**src/rtl/mem_arb_pkg.sv**
```systemverilog
// mem_arb_pkg: shared types and parameter limits for the data-RAM port arbiter
package mem_arb_pkg;
    typedef enum logic {IDLE, RD_WAIT} state_e;
    typedef enum logic {OWN_P0, OWN_P1} owner_e;
    localparam int RD_LAT_MIN     = 1;
    localparam int RD_LAT_MAX     = 7;
    localparam int STARVE_MIN     = 1;
    localparam int STARVE_MAX_LIM = 15;
    localparam int LAT_W          = 3;
    localparam int STARVE_W       = 4;
endpackage

```
**src/rtl/mem_arb_select.sv**
```systemverilog
// mem_arb_select: port priority with a saturating port-1 starvation counter
module mem_arb_select
    import mem_arb_pkg::*;
#(
    parameter int STARVE_MAX = 4
) (
    input  logic       clockCPU,
    input  logic       reset,
    input  logic       en_i,
    input  logic       p0_req_i,
    input  logic       p1_req_i,
    output owner_e     sel_o,
    output logic [1:0] gnt_o
);
    localparam logic [STARVE_W-1:0] LIM = STARVE_W'(STARVE_MAX);
    logic [STARVE_W-1:0] starve_q, starve_d;
    always_comb begin
        sel_o    = (p1_req_i && (starve_q == LIM || !p0_req_i)) ? OWN_P1 : OWN_P0;
        gnt_o    = en_i ? {p1_req_i && sel_o == OWN_P1, p0_req_i && sel_o == OWN_P0} : 2'b00;
        starve_d = (!p1_req_i || gnt_o[1]) ? '0 : (starve_q == LIM ? starve_q : starve_q + 1'b1);
    end
    always_ff @(posedge clockCPU or negedge reset) begin
        if (!reset) starve_q <= '0;
        else        starve_q <= starve_d;
    end
endmodule

```
**src/rtl/mem_port_arbiter.sv**
```systemverilog
// mem_port_arbiter: shares the single-port data RAM between the MEM stage and a secondary master.
// Define MEM_ARB_STATS_EN to add saturating grant/conflict counters.
module mem_port_arbiter
    import mem_arb_pkg::*;
#(
    parameter int ADDR_W     = 10,
    parameter int DATA_W     = 32,
    parameter int RD_LAT     = 1,
    parameter int STARVE_MAX = 4
) (
    input  logic              clockCPU,
    input  logic              reset,
    input  logic              p0_req,
    input  logic              p0_we,
    input  logic [ADDR_W-1:0] p0_addr,
    input  logic [DATA_W-1:0] p0_wdata,
    output logic              p0_gnt,
    output logic              p0_rvalid,
    output logic [DATA_W-1:0] p0_rdata,
    output logic              p0_stall,
    input  logic              p1_req,
    input  logic              p1_we,
    input  logic [ADDR_W-1:0] p1_addr,
    input  logic [DATA_W-1:0] p1_wdata,
    output logic              p1_gnt,
    output logic              p1_rvalid,
    output logic [DATA_W-1:0] p1_rdata,
    output logic [ADDR_W-1:0] mem_addr,
    output logic [DATA_W-1:0] mem_wdata,
    output logic              mem_wren,
    input  logic [DATA_W-1:0] mem_q,
    output logic              busy
`ifdef MEM_ARB_STATS_EN
    ,
    output logic [15:0]       stat_gnt0,
    output logic [15:0]       stat_gnt1,
    output logic [15:0]       stat_conflict
`endif
);
    if (RD_LAT < RD_LAT_MIN || RD_LAT > RD_LAT_MAX) begin : g_bad_lat
        $error("mem_port_arbiter: RD_LAT out of range");
    end
    if (STARVE_MAX < STARVE_MIN || STARVE_MAX > STARVE_MAX_LIM) begin : g_bad_starve
        $error("mem_port_arbiter: STARVE_MAX out of range");
    end

    state_e            state_q, state_d;
    owner_e            owner_q, owner_d, sel;
    logic [LAT_W-1:0]  lat_q, lat_d;
    logic [ADDR_W-1:0] raddr_q, raddr_d, sel_addr;
    logic [DATA_W-1:0] p0_rdata_q, p0_rdata_d, p1_rdata_q, p1_rdata_d, sel_wdata;
    logic              p0_rvalid_q, p0_rvalid_d, p1_rvalid_q, p1_rvalid_d;
    logic [1:0]        gnt;
    logic              idle, any_gnt, sel_we, rd_done;

    assign idle = state_q == IDLE;

    mem_arb_select #(.STARVE_MAX(STARVE_MAX)) u_select (
        .clockCPU (clockCPU),
        .reset    (reset),
        .en_i     (idle & reset),
        .p0_req_i (p0_req),
        .p1_req_i (p1_req),
        .sel_o    (sel),
        .gnt_o    (gnt)
    );

    always_comb begin
        any_gnt   = |gnt;
        sel_we    = sel == OWN_P1 ? p1_we    : p0_we;
        sel_addr  = sel == OWN_P1 ? p1_addr  : p0_addr;
        sel_wdata = sel == OWN_P1 ? p1_wdata : p0_wdata;
        rd_done   = !idle && lat_q == LAT_W'(1);
        p0_gnt    = gnt[0];
        p1_gnt    = gnt[1];
        mem_wren  = any_gnt & sel_we;
        mem_addr  = idle ? (any_gnt ? sel_addr : '0) : raddr_q;
        mem_wdata = any_gnt ? sel_wdata : '0;
        busy      = !idle;
        // A port-0 read stalls from its grant cycle through the rvalid cycle.
        p0_stall  = reset & ((p0_req & ~gnt[0]) | (gnt[0] & ~p0_we) | (!idle && owner_q == OWN_P0) | p0_rvalid_q);
        state_d   = state_q;
        owner_d   = owner_q;
        lat_d     = lat_q;
        raddr_d   = raddr_q;
        if (idle && any_gnt && !sel_we) begin
            state_d = RD_WAIT;
            owner_d = sel;
            lat_d   = LAT_W'(RD_LAT);
            raddr_d = sel_addr;
        end else if (!idle) begin
            lat_d = lat_q - 1'b1;
            if (rd_done) state_d = IDLE;
        end
        p0_rvalid_d = rd_done && owner_q == OWN_P0;
        p1_rvalid_d = rd_done && owner_q == OWN_P1;
        p0_rdata_d  = p0_rvalid_d ? mem_q : p0_rdata_q;
        p1_rdata_d  = p1_rvalid_d ? mem_q : p1_rdata_q;
    end

    always_ff @(posedge clockCPU or negedge reset) begin
        if (!reset) begin
            state_q     <= IDLE;
            owner_q     <= OWN_P0;
            lat_q       <= '0;
            raddr_q     <= '0;
            p0_rdata_q  <= '0;
            p1_rdata_q  <= '0;
            p0_rvalid_q <= 1'b0;
            p1_rvalid_q <= 1'b0;
        end else begin
            state_q     <= state_d;
            owner_q     <= owner_d;
            lat_q       <= lat_d;
            raddr_q     <= raddr_d;
            p0_rdata_q  <= p0_rdata_d;
            p1_rdata_q  <= p1_rdata_d;
            p0_rvalid_q <= p0_rvalid_d;
            p1_rvalid_q <= p1_rvalid_d;
        end
    end

    assign p0_rvalid = p0_rvalid_q;
    assign p1_rvalid = p1_rvalid_q;
    assign p0_rdata  = p0_rdata_q;
    assign p1_rdata  = p1_rdata_q;

`ifdef MEM_ARB_STATS_EN
    logic [15:0] gnt0_q, gnt1_q, conf_q;
    always_ff @(posedge clockCPU or negedge reset) begin
        if (!reset) begin
            gnt0_q <= '0;
            gnt1_q <= '0;
            conf_q <= '0;
        end else begin
            if (gnt[0] && gnt0_q != 16'hFFFF) gnt0_q <= gnt0_q + 1'b1;
            if (gnt[1] && gnt1_q != 16'hFFFF) gnt1_q <= gnt1_q + 1'b1;
            if (idle && p0_req && p1_req && conf_q != 16'hFFFF) conf_q <= conf_q + 1'b1;
        end
    end
    assign stat_gnt0     = gnt0_q;
    assign stat_gnt1     = gnt1_q;
    assign stat_conflict = conf_q;
`endif
endmodule

```
**config.mk**
```make
export PLATFORM = sky130hd
export DESIGN_NAME = mem_port_arbiter
export DESIGN_NICKNAME = d
export VERILOG_FILES = /design/src/rtl/mem_arb_pkg.sv /design/src/rtl/mem_arb_select.sv /design/src/rtl/mem_port_arbiter.sv
export SDC_FILE = /design/constraint.sdc
export NUM_CORES = 1
export LEC_CHECK = 0
export CORE_ASPECT_RATIO = 0.6
export CORE_MARGIN = 2
export CORE_UTILIZATION = 41
export DETAILED_ROUTE_END_ITERATION = 12
export PLACE_DENSITY = 0.94
export SKIP_LAST_GASP = 1
export SYNTH_ARGS = -nofsm -noshare
export SYNTH_HDL_FRONTEND = slang
export SYNTH_SLANG_ARGS = --single-unit
```
**constraint.sdc**
```tcl
create_clock -name clockCPU -period 5.9 [get_ports clockCPU]
set_input_delay 1.475 -clock clockCPU [delete_from_list [all_inputs] [get_ports clockCPU]]
set_output_delay 1.475 -clock clockCPU [all_outputs]
set_load 0.005 [all_outputs]
```
==> run_results.csv, run 1 <==
group,metric,value,unit
floorplan,ios,235,
clock_network,clock_latency,0.33,ns
clock_network,cts-root-buf,"clkbuf_16",
place,placedCellCount,681,
final_layout,nets,683,
route,dr.pass1.iters,5,
synth,yosys_warnings,0,
final_layout,final_cells,697,
setup_path,ff2ff_path_depth,4,
worst_hold_path,hold_class,"reg -> reg",
synth,synth_fp_nets,461,
synth,yosys.area.top_type,"dfrtp_1",
global_routing,grt_pass1_vias,3540,
sta,worst_pin_slew,1.04,ns
synth,ys_async_sr_fraction,1.00,
setup_path,cp.arrival,3.53,ns
clock_network,holdBufCountCts,0,
worst_hold_path,min-delay-start,"raddr_q[9]",
route,drtAntennaViolNets,0,
synth,synth_area_per_cell,12.1,um2
route,wl_per_cell,17.6,um
sta,worst_slack,0.900,ns
place,hpwl,9130,um
floorplan,dieArea,10700,um2
setup_path,critical-path-slowest-cell,"clkdlybuf4s50_1",
place,pre_cts_slack,0.925,ns
sta,maxSlewViolCount,0,
sta,rsz0062_at_grt,"false",
synth,synth_ff_type,"dfrtp_1",
sta,hold_violations,0,
route,drt_iter0_drc,314,
clock_network,clock_path_buffers,2,
clock_network,post_cts_buffers,0,
setup_path,end_kind,"output pin",
synth,netlist_area,4050,um2
setup_path,ff2ff_setup_slack,3.30,ns
final_layout,final_common_cell,"clkdlybuf4s50_1",
place,gp_congestion,0.794,
synth,synth_top_cell_area_share,0.525,
floorplan,coreArea,9740,um2
global_routing,grt_max_degree,86,
sta,slew_headroom,0.310,
sta,timing.final.setup_violations,0,
sta,fin_skew,0.00513,ns
synth,netlist_instances,335,
synth,synth_edf_count,0,
global_routing,overflow,0,
synth,ys_ff_latch,85,
sta,clock.fmax,200,MHz
clock_network,postCtsResizedCells,0,
setup_path,max_stage_delay,0.69,ns
sta,setup_tns,0,ns
setup_path,worstPathCellList,"clkdlybuf4s50_1 > and2_1 > buf_4 > a22oi_1 > nor2_1 > clkdlybuf4s50_1",
route,drc,0,
synth,ys_seq_area_frac,0.525,
sta,min_period_over_period,0.847,
floorplan,fp.dieW,132,um
floorplan,fp.dieH,81.0,um
setup_path,r2r_start,"busy",
power,leakage,2.81,nW
clock_network,cts.sinks,85,
worst_hold_path,whs_path_depth,1,
final_layout,area_delta_synth_final,66.2,%
route,routed_via_density,5.15,
global_routing,grt_pass1_wl,18800,um
worst_hold_path,holdPathEnd,"raddr_q[9]",
clock_network,cts_made_buffers,9,
clock_network,path_clk_slew,0.06,ns
outcome,status,"complete, no violations",
setup_path,cpMostUsedCell,"clkdlybuf4s50_1",
final_layout,antenna-diode-count,0,
place,port_buffers,234,
setup_path,cp_max_fo,33,
floorplan,start_util,0.416,
route,vias,3592,
synth,synth_area_leaders,"dfrtp_1 52%, mux2_2 18%, a22oi_1 6.1%",
final_layout,fin_util,0.692,
setup_path,required,4.43,ns
final_layout,most-common-layout-cells,"233 x clkdlybuf4s50_1, 85 x dfrtp_1, 64 x mux2_2",
clock_network,cts_tree,"done",
sta,timing.hold.ws,0.489,ns
power,irDropWorstVdd,0.280,mV
setup_path,worstSetupPathType,"in -> out",
global_routing,grt.total_usage,0.225,
final_layout,nFillCells,691,
final_layout,drive_above_1_share,0.157,
sta,fin_crit,5.00,ns
power,powerDensity,422,nW/um2
global_routing,antenna_found_initial,0,
power,total_power,2.85,mW
setup_path,r2r-end,"raddr_q[8]",
synth,ys_types,37,
floorplan,rows,28,
clock_network,htree_levels,3,
setup_path,startpoint_type,"input port",
place,dpl_cell_area,6450,um2
job,drv_cap,0,
final_layout,final_area,6740,um2
route,totalWireLength,12300,um
==> logic make-up after synthesis <==
| family | count (synthesis) | synth area share |
|---|---|---|
| and+or+nand+nor | 68 | 0.0836 |
| AOI/OAI and AO/OA | 74 | 0.149 |
| xor gates and xnor gates | 3 | 0.00648 |
| muxes | 65 | 0.180 |
| adders and majority gates | 4 | 0.0123 |
| DFF | 85 | 0.525 |
| buffers and inverters | 36 | 0.0435 |
==> power by group <==
group          internal, mW  switching, mW  total [mW]
Combinational         0.857          0.411        1.27
Sequential            0.866          0.170        1.04
Clock                 0.328          0.214       0.542
Total                  2.05          0.795        2.85
==> cell usage after synthesis, types with 3 or more instances <==
cell type / n
dfrtp_1: 85
mux2_2: 64
nor2_1: 35
a22oi_1: 33
clkbuf_1: 12
and2_1: 11
a221o_1: 10
inv_1: 10
a21o_1: 9
a22o_1: 9
buf_2: 9
a21oi_1: 4
ha_1: 4
nand2_1: 4
buf_6: 3
nand3_1: 3
nor2b_1: 3
nor3_1: 3
==> how the worst max path moves through the flow <==
stage / from / end / depth (start not counted)
final: p0_req / mem_wdata[19] / 6
after global routing: p0_req / mem_addr[8] / 5
after CTS: p0_req / mem_addr[8] / 5
after detailed placement: p0_req / mem_wdata[19] / 6
after global placement: p1_req / mem_addr[1] / 6
after floorplan: p0_req / mem_addr[2] / 5
==> worst max-delay path, delay by kind of cell <==
kind / cells / cell delay, ns
AOI/OAI and AO/OA: 1 / 0.17
buffers and inverters: 3 / 1.54
and+or+nand+nor: 2 / 0.32
==> metal layers <==
metal / up-vias / share of wire / track usage
li1: 1660 / - / -
met1: 1768 / 0.45 / 0.314
met2: 149 / 0.46 / 0.347
met3: 15 / 0.075 / 0.0680
met4: 0 / 0.0097 / 0.0527
met5: - / 0 / 0
==> flip-flops by register name (all words and copies together), names as in the netlist <==
signal             cells
p1_rvalid              1
raddr_q               10
p1_rdata              32
owner_q                1
p0_rdata              32
p0_rvalid              1
u_select.starve_q      4
lat_q                  3
busy                   1
==> cell type report <==
class	instances	area (um2)	share of cell area
repair buffers	237	2360	0.351
inverters	10	37.5	0.00557
well taps	135	169	0.0251
multi-input cells	214	1760	0.261
clock buffers	12	236	0.0351
clock inverters	4	48.8	0.00724
flip-flops and latches	85	2130	0.316
Power figures use the tool's default switching activity.
==> inputs of run 2 (changes only) <==
--- a/config.mk
+++ b/config.mk
@@ -7,9 +7,9 @@
 export LEC_CHECK = 0
 export CORE_ASPECT_RATIO = 0.6
 export CORE_MARGIN = 2
-export CORE_UTILIZATION = 41
+export CORE_UTILIZATION = 38
 export DETAILED_ROUTE_END_ITERATION = 12
-export PLACE_DENSITY = 0.94
+export PLACE_DENSITY = 0.88
 export SKIP_LAST_GASP = 1
 export SYNTH_ARGS = -nofsm -noshare
 export SYNTH_HDL_FRONTEND = slang
==> constraint.sdc (replaced) <==
create_clock -name clockCPU -period 4.7 [get_ports clockCPU]
set_input_delay 1.175 -clock clockCPU [delete_from_list [all_inputs] [get_ports clockCPU]]
set_output_delay 1.175 -clock clockCPU [all_outputs]
set_load 0.005 [all_outputs]
==> run_results.csv, run 2 (synthesis gave the netlist of run 1 again) <==
group,metric,value,unit
setup_path,required,3.52,ns
clock_network,post_cts_buffers,0,
sta,worst_pin_slew,0.902,ns
setup_path,worstSetupPathType,"in -> out",
power,comb_power_share,0.450,
sta,hold_violations,0,
global_routing,grtUsageMet2,0.334,
power,sw_frac_of_total,0.275,
power,leakage,2.83,nW
route,drc,0,
power,clkPwrFrac,0.193,
global_routing,antenna_found_initial,0,
setup_path,ff2ff_setup_slack,2.13,ns
clock_network,clock_latency,0.32,ns
final_layout,most-common-layout-cells,"233 x clkdlybuf4s50_1, 85 x dfrtp_1, 64 x mux2_2",
floorplan,fp.dieW,137,um
route,routed_via_density,5.26,
sta,min_period_over_period,0.943,
global_routing,met1_usage,0.305,
sta,setup_tns,0,ns
sta,timing.final.setup_violations,0,
clock_network,path_clk_slew,0.06,ns
final_layout,nets,686,
worst_hold_path,hold_class,"reg -> reg",
route,drt_iter0_drc,207,
clock_network,cts-root-buf,"clkbuf_16",
power,powerDensity,530,nW/um2
sta,fin_skew,0.00353,ns
sta,clock.fmax,226,MHz
clock_network,postCtsResizedCells,0,
job,drv_cap,0,
global_routing,grt_pass1_wl,19800,um
global_routing,grt_max_degree,60,
final_layout,area_delta_synth_final,67.2,%
route,wl_per_cell,17.9,um
power,p_int,2.61,mW
place,placedCellCount,688,
sta,slew_headroom,0.398,
final_layout,final_cells,703,
global_routing,grt.total_usage,0.220,
final_layout,drive_above_1_share,0.163,
global_routing,overflow,0,
route,totalWireLength,12600,um
global_routing,grtUsageMet3,0.0723,
power,switchingPower,987,uW
floorplan,rows,29,
clock_network,cts_made_buffers,9,
outcome,status,"complete, no violations",
clock_network,holdBufCountCts,0,
final_layout,antenna-diode-count,0,
sta,maxSlewViolCount,0,
floorplan,start_util,0.387,
setup_path,startpoint_type,"input port",
final_layout,final_common_cell,"clkdlybuf4s50_1",
clock_network,htree_levels,3,
route,vias,3700,
clock_network,clock_path_buffers,2,
global_routing,top_usage_layer,"met2",
setup_path,cp.arrival,3.26,ns
setup_path,end_kind,"output pin",
sta,rsz0062_at_grt,"false",
global_routing,grt_pass1_vias,3837,
floorplan,fp.dieH,84.0,um
place,port_buffers,234,
sta,fin_crit,4.43,ns
place,hpwl,9530,um
final_layout,nFillCells,781,
clock_network,cts_tree,"done",
floorplan,coreArea,10500,um2
floorplan,dieArea,11500,um2
route,drtAntennaViolNets,0,
power,irDropWorstVdd,0.399,mV
place,gp_congestion,0.786,
clock_network,cts.sinks,85,
floorplan,ios,235,
power,p_seq_frac,0.357,
route,dr.pass1.iters,6,
setup_path,cp_max_fo,13,
[run 2: worst paths after layout]
path,start,end,depth (start not counted)
max reg2reg,busy,raddr_q[8],5
max,p0_req,mem_addr[9],5
min,raddr_q[9],raddr_q[9],1
min in group asynchronous,reset,raddr_q[4],2
max in group asynchronous,reset,p0_rdata[23],3
min reg2reg,raddr_q[9],raddr_q[9],1
[run 2: per-stage QoR]
step / utilization / hold slack, ns / setup slack [ns] / instance area (um2) / power [mW]
3_5_place_dp: 0.618 / 0.469 / 0.288 / 6480 / 2.92
3_3_place_gp: 0.618 / 0.471 / 0.390 / 6480 / 2.86
5_1_grt: 0.646 / 0.510 / 0.155 / 6780 / 3.83
6_report: 0.646 / 0.482 / 0.268 / 6780 / 3.59
4_1_cts: 0.646 / 0.482 / 0.283 / 6780 / 3.64
2_1_floorplan: - / 0.450 / 1.27 / 4050 / 1.92
[run 2: power by group through the flow]
stage          Sequential, mW  Combinational (mW)  Clock (mW)
3_5_place_dp             1.29                1.63           0
6_report                 1.28                1.62       0.692
4_1_cts                  1.28                1.64       0.716
2_1_floorplan            1.29               0.636           0
3_3_place_gp             1.27                1.59           0
5_1_grt                  1.33                1.75       0.756
[run 2: layout make-up]
class	count	area, um2	share of cell area
timing repair buffer	240	2380	0.352
sequential	85	2130	0.314
multi-input combinational	214	1760	0.259
clock buffer	11	253	0.0373
tap	139	174	0.0257
clock inverter	4	47.5	0.00701
inverter	10	37.5	0.00554
[run 2: layer usage]
metal | share of wire | wire, um
met5 | 0 | 0
met4 | 0.017 | 213
met3 | 0.084 | 1060
met2 | 0.45 | 5650
met1 | 0.45 | 5680
[run 2: worst max-delay path, stage by stage]
cell and delay, ns:
clkdlybuf4s50_1 0.60, a21oi_2 0.22, and2_1 0.50, a221o_1 0.25, clkdlybuf4s50_1 0.51
